$ cat src/rtl/dmem_arbiter.sv
// Arbitrates the single-port synchronous data memory between the MEM stage (port A)
// and a loader/debug requester (port B). Reads take an issue cycle and a return cycle.
module dmem_arbiter #(
    parameter int ADDR_W       = 32,
    parameter int DATA_W       = 32,
    parameter int STARVE_LIMIT = 4,
    localparam int CNT_W       = $clog2(STARVE_LIMIT + 1)
) (
    input  logic              clk,
    input  logic              rst,
    input  logic              a_read_i,
    input  logic              a_write_i,
    input  logic [ADDR_W-1:0] a_addr_i,
    input  logic [DATA_W-1:0] a_wdata_i,
    output logic [DATA_W-1:0] a_rdata_o,
    output logic              stall_o,
    input  logic              b_req_i,
    input  logic              b_we_i,
    input  logic [ADDR_W-1:0] b_addr_i,
    input  logic [DATA_W-1:0] b_wdata_i,
    output logic              b_ack_o,
    output logic [DATA_W-1:0] b_rdata_o,
    output logic              mem_en_o,
    output logic              mem_we_o,
    output logic [ADDR_W-1:0] mem_addr_o,
    output logic [DATA_W-1:0] mem_wdata_o,
    input  logic [DATA_W-1:0] mem_rdata_i,
    output logic [1:0]        state_dbg_o,
    output logic [CNT_W-1:0]  starve_cnt_dbg_o
);
    // Handshake: port A is accepted in any cycle where an A request is present and
    // stall_o=0 (read data is valid on a_rdata_o in that cycle); port B is complete
    // in the cycle b_ack_o=1, and the requester holds b_req_i and its fields until then.
    typedef enum logic [1:0] {IDLE = 2'd0, A_RD = 2'd1, B_RD = 2'd2} state_t;

    localparam logic [CNT_W-1:0] LIMIT = CNT_W'(STARVE_LIMIT);

    state_t            state, next_state;
    logic [CNT_W-1:0]  starve_cnt;
    logic [DATA_W-1:0] a_hold, b_hold;

    logic              a_req, b_issue, a_cap, b_cap;
    logic              en_c, we_c, stall_c, ack_c;
    logic [ADDR_W-1:0] addr_c;
    logic [DATA_W-1:0] wdata_c, a_rdata_c, b_rdata_c;

    assign a_req = a_read_i | a_write_i;

    always_ff @(posedge clk or negedge rst) begin
        if (!rst) begin
            state      <= IDLE;
            starve_cnt <= '0;
            a_hold     <= '0;
            b_hold     <= '0;
        end else begin
            state <= next_state;
            if (a_cap) a_hold <= mem_rdata_i;
            if (b_cap) b_hold <= mem_rdata_i;
            // The return cycle of B neither ages nor clears the counter.
            if (!b_req_i || b_issue)
                starve_cnt <= '0;
            else if (state != B_RD && starve_cnt != LIMIT)
                starve_cnt <= starve_cnt + 1'b1;
        end
    end

    always_comb begin
        next_state = state;
        en_c       = 1'b0;
        we_c       = 1'b0;
        addr_c     = '0;
        wdata_c    = '0;
        stall_c    = 1'b0;
        ack_c      = 1'b0;
        b_issue    = 1'b0;
        a_cap      = 1'b0;
        b_cap      = 1'b0;
        a_rdata_c  = a_hold;
        b_rdata_c  = b_hold;
        case (state)
            IDLE: begin
                if (b_req_i && (starve_cnt == LIMIT || !a_req)) begin
                    b_issue = 1'b1;
                    en_c    = 1'b1;
                    we_c    = b_we_i;
                    addr_c  = b_addr_i;
                    wdata_c = b_wdata_i;
                    stall_c = a_req;
                    if (b_we_i) ack_c = 1'b1;
                    else        next_state = B_RD;
                end else if (a_req) begin
                    en_c    = 1'b1;
                    we_c    = a_write_i;
                    addr_c  = a_addr_i;
                    wdata_c = a_wdata_i;
                    // A write has priority over a simultaneous read and completes now.
                    if (!a_write_i) begin
                        stall_c    = 1'b1;
                        next_state = A_RD;
                    end
                end
            end
            A_RD: begin
                a_rdata_c  = mem_rdata_i;
                a_cap      = 1'b1;
                next_state = IDLE;
            end
            B_RD: begin
                ack_c      = 1'b1;
                b_rdata_c  = mem_rdata_i;
                b_cap      = 1'b1;
                stall_c    = a_req;
                next_state = IDLE;
            end
            default: next_state = IDLE;
        endcase
    end

    // Every output is forced low while reset is held, including the pass-through paths.
    assign mem_en_o         = rst & en_c;
    assign mem_we_o         = rst & we_c;
    assign mem_addr_o       = rst ? addr_c : '0;
    assign mem_wdata_o      = rst ? wdata_c : '0;
    assign stall_o          = rst & stall_c;
    assign b_ack_o          = rst & ack_c;
    assign a_rdata_o        = rst ? a_rdata_c : '0;
    assign b_rdata_o        = rst ? b_rdata_c : '0;
    assign state_dbg_o      = state;
    assign starve_cnt_dbg_o = starve_cnt;

endmodule

$ cat config.mk
export PLATFORM = sky130hd
export DESIGN_NAME = dmem_arbiter
export DESIGN_NICKNAME = d
export VERILOG_FILES = /design/src/rtl/dmem_arbiter.sv
export SDC_FILE = /design/constraint.sdc
export NUM_CORES = 1
export LEC_CHECK = 0
export ABC_AREA = 1
export BUFFER_PORTS_ARGS = -buffer_cell sky130_fd_sc_hd__buf_2
export CORE_AREA = 2 2 116 118
export CTS_CLUSTER_SIZE = 10
export DETAILED_ROUTE_END_ITERATION = 6
export DIE_AREA = 0 0 118 120
export GPL_TIMING_DRIVEN = 0
export PLACE_DENSITY = 0.75
export SYNTH_ARGS = -nofsm -noshare
export SYNTH_HDL_FRONTEND = slang
export SYNTH_SLANG_ARGS = --single-unit
$ cat constraint.sdc
create_clock -name clk -period 2.8 [get_ports clk]
set_input_delay 0.56 -clock clk [delete_from_list [all_inputs] [get_ports clk]]
set_output_delay 0.56 -clock clk [all_outputs]
set_load 0.03 [all_outputs]
Yosys cells after proc, flatten, opt, wreduce, memory -nomap -nowiden:

Cells that the tools add are included.

* multiplexer cells: 36
* equality and inequality tests: 8
* add/sub/neg operators: 1
* bitwise logic cells: 5
* reduce and logical (&&, ||, !) cells: 9

Operator list (number)
* two-way mux 32 bit: 12
* two-way mux 1 bit: 15
* inequality test 3 bit, second input constant: 4
* two-way mux 2 bit: 5
* two-way mux 3 bit: 2
* AND 1 bit: 4
* one-hot mux 1 bit (2 select lines): 2
* adder 3 x 1 -> 3 bit, second input constant: 1
* equality test 3 bit, second input constant: 1
* AND reduction 3 bit: 1
* equality test 2 x 1 -> 1 bit, second input constant: 1
* equality test 2 bit, second input constant: 1
* logical AND 1 bit: 2
* zero test 1 bit: 2
* zero test 2 bit: 1
* logical OR 1 bit: 2
* inequality test 2 bit, second input constant: 1
* nonzero test 2 bit: 1
* OR 1 bit: 1

* output and inout port bits: 137
* logic and storage cells: 63
* register bits: 69

Longest topological paths before layout:

* word-level depth: 8
* depth in mapped cells: 9

Worst setup path after synthesis:

OpenSTA, ideal clock, no wires.

* kind: flip-flop to output port
* start point: register starve_cnt[0], in the netlist starve_cnt_dbg_o[0]
* end point: output mem_addr_o[24]
* data arrival time: 1.964 ns
* stages on the path, launching flop included: 10
* required time: 2.240 ns
* path slack: 0.276 ns
* path buffers: 2
* cell sequence: dfrtp_1 inv_1 ha_1 nand2_1 o21ai_2 nand2_2 buf_4 buf_4 nand3_1 a21oi_1

* word-level cells in the longest chain between the ends: 6

Ends and longest elaborated chain
* start: declaration: RTL line 39 `logic [CNT_W-1:0] starve_cnt;`
* start signal: assignment: RTL line 63 `starve_cnt <= starve_cnt + 1'b1;`
* equality test 3 bit: RTL line 82 `if (b_req_i && (starve_cnt == LIMIT || !a_req)) begin`
* logical OR 1 bit: RTL line 82
* logical AND 1 bit: RTL line 82
* two-way mux 32 bit: RTL line 82
* two-way mux 32 bit: RTL line 80 `case (state)`
* two-way mux 32 bit: RTL line 122 `assign mem_addr_o = rst ? addr_c : '0;`
* end: declaration: RTL line 25 `output logic [ADDR_W-1:0] mem_addr_o,`

No other way between the ends.

Final worst setup path:

* start point: register starve_cnt[1], in the netlist starve_cnt_dbg_o[1]
* end point: output mem_addr_o[28]

Same word-level chain as after synthesis.

==> results.sh <==
export IMPL_status="finished clean"
export IMPL_timing_final_crit_share=0.955
export IMPL_cap_violations=0
export IMPL_cts_tree="yes"
export IMPL_setup_viol=0
export IMPL_synthTopCellsByCount="inv_1 (154), nor2_1 (133), nand3_1 (70)"
export IMPL_ys_seq_area_frac=0.334
export IMPL_cts_buffers=9
export IMPL_routed_via_density=4.89
export IMPL_required_ps=2240
export IMPL_rsz0062_at_grt="true"
export IMPL_tightestPinTransition_ps=548
export IMPL_antenna_found_initial=0
export IMPL_htreeDepth=3
export IMPL_port_buffers=301
export IMPL_ys_flop_type="dfrtp_1"
export IMPL_async_flop_share=1.00
export IMPL_cp_max_fo=10
export IMPL_p_leak_nw=4.21
export IMPL_synth_top_area_share=0.334
export IMPL_syn_nets=960
export IMPL_synthDistinctLibCells=23
export IMPL_synth_edf_count=0
export IMPL_grt_pass1_vias=5630
export IMPL_coreArea_um2=13000
export IMPL_filler_cell_count=1294
export IMPL_synth_cells=792
export IMPL_gp_congestion=0.979
export IMPL_max_freq_ghz=0.374
export IMPL_dieHeight_um=120
export IMPL_drt_iter0_markers=468
export IMPL_timing_final_hold_violations=0
export IMPL_hp_class="in -> async"
export IMPL_startpoint="starve_cnt_dbg_o[1]"
export IMPL_drc=0
export IMPL_vdd_drop_max_uv=366
export IMPL_wl_per_cell_um=14.5
export IMPL_r2r_cells=8
export IMPL_clock_path_buffers=2
export IMPL_skew_ps=3.12
export IMPL_synth_seq_cells=69
export IMPL_grt_max_degree=72
export IMPL_relSlewSlack=0.635
export IMPL_yosysWarnings=0
export IMPL_synth_area_per_cell_um2=6.52
export IMPL_clock_sinks=69
export IMPL_boundaryPins=303
export IMPL_synth_area_um2=5160
export IMPL_slew_violations=0
export IMPL_rows=42
export IMPL_grt_pass1_wl_um=29000
export IMPL_yosysMostFrequentCell="inv_1"
export IMPL_setup_tns_final_ps=0
export IMPL_place_inst=1269
export IMPL_syn2layout_area_growth_pct=42.5
export IMPL_min_period_ps=2670
export IMPL_num_vias=6295
export IMPL_fin_util=0.567
export IMPL_firstDrtPassIters=5
export IMPL_drive_gt1_frac=0.363
export IMPL_die_w_um=118
export IMPL_end_kind="output pin"
export IMPL_whs_ps=60.4
export IMPL_clock_latency_ps=340
export IMPL_path_class="reg -> out"
export IMPL_path_clk_slew_ps=60
export IMPL_dieArea_um2=14200
export IMPL_yosys_area_top_type="dfrtp_1"
export IMPL_antenna_cells=0
export IMPL_synthTopCellsByArea="dfrtp_1 (33%), inv_1 (11%), nor2_1 (9.7%), nand4_1 (7.9%), nand3_1 (6.8%)"
export IMPL_cp_start_kind="flip-flop"
export IMPL_cts_root_buf="clkbuf_16"
export IMPL_initial_core_util=0.398
export IMPL_r2r_start="starve_cnt_dbg_o[1]"
export IMPL_overflow=0
export IMPL_ant_nets=0
export IMPL_postCtsHoldBufs=0
export IMPL_fin_nets=1274
export IMPL_final_cells=1287
export IMPL_p_per_area_nw_per_um2=956
export IMPL_arrival_ps=2110
export IMPL_dpl_hpwl_um=14200
export IMPL_report_power_total_mw=7.03
export IMPL_drt_total_wl_um=18700
export IMPL_grtUsageTotal=0.255
-- worst paths after layout --
check	to	slack (ps)
worst max register to register	state_dbg_o[0]	1230
min in group clk	b_hold[22]	450
worst min-delay path	b_hold[30]	60
worst min register to register	b_hold[23]	540
max in group asynchronous	b_hold[5]	2550
worst max-delay path	mem_addr_o[28]	130
-- layout by cell type, fill, tap and decap left out, types with 18 or more instances in the layout --
cell / n
buf_2: 322
inv_1: 154
nor2_1: 133
nand3_1: 70
dfrtp_1: 69
nand4_1: 65
a21oi_1: 65
o21ai_1: 53
nand2_1: 43
or2_1: 32
clkbuf_1: 18
-- layout make-up --
type | count | area (µm²) | share of cell area
Timing Repair Buffer | 303 | 1580 | 0.215
Buffer | 69 | 400 | 0.0544
Inverter | 168 | 631 | 0.0857
Sequential cell | 69 | 1730 | 0.235
Multi-Input combinational cell | 486 | 2420 | 0.330
Clock inverter | 7 | 145 | 0.0197
Tap cell | 176 | 220 | 0.0299
Clock buffer | 9 | 225 | 0.0306
-- cell families after synthesis --
| family | count (synthesis) | share of synthesized area |
|---|---|---|
| buffers and inverters | 237 | 0.198 |
| flip-flops | 69 | 0.334 |
| AND/OR/NAND/NOR | 350 | 0.323 |
| AO/OA/AOI/OAI | 134 | 0.139 |
| adder cells (fa/ha/maj) | 2 | 0.00485 |
-- through the flow --
step	worst slack (ps)	area (µm²)
after detailed placement	-493	6890
after global placement	-1170	6890
after global routing	-4.40	7360
final	127	7360
after CTS	11.9	7280
after floorplan	276	5160
-- registers in the layout, indices dropped and copies added (netlist names) --
signal	cells
starve_cnt_dbg_o	3
b_hold	32
a_hold	32
state_dbg_o	2
-- metal layers --
metal / vias to the layer above / wire length (µm) / track usage
met5: - / 0 / 0
li1: 3136 / - / -
met4: 0 / 585 / 0.102
met3: 41 / 1340 / 0.0485
met2: 296 / 9000 / 0.422
met1: 2822 / 7750 / 0.329
-- where the power goes --
group | total [mW] | leakage, nW | internal [mW] | switching, mW
sequential | 1.60 | 0.781 | 1.47 | 0.129
combinational | 4.03 | 3.25 | 1.26 | 2.76
clock | 1.40 | 0.176 | 0.964 | 0.437
-- critical path, stage by stage (launching register included) --
cell	delay, ps
dfrtp_1	380
inv_1	60
ha_1	200
nand2_1	130
o21ai_2	100
nand2_2	110
buf_6	150
buf_4	170
nand3_1	80
a21oi_1	190
buf_4	200
-- what timing repair did --
action                                  CTS  global route
cloned                                    0             1
resized for setup                         6            20
buffers inserted                          0             1
endpoints found under the setup margin  131            64
pin swaps                                 0             0
(Power assumes the default switching activity.)
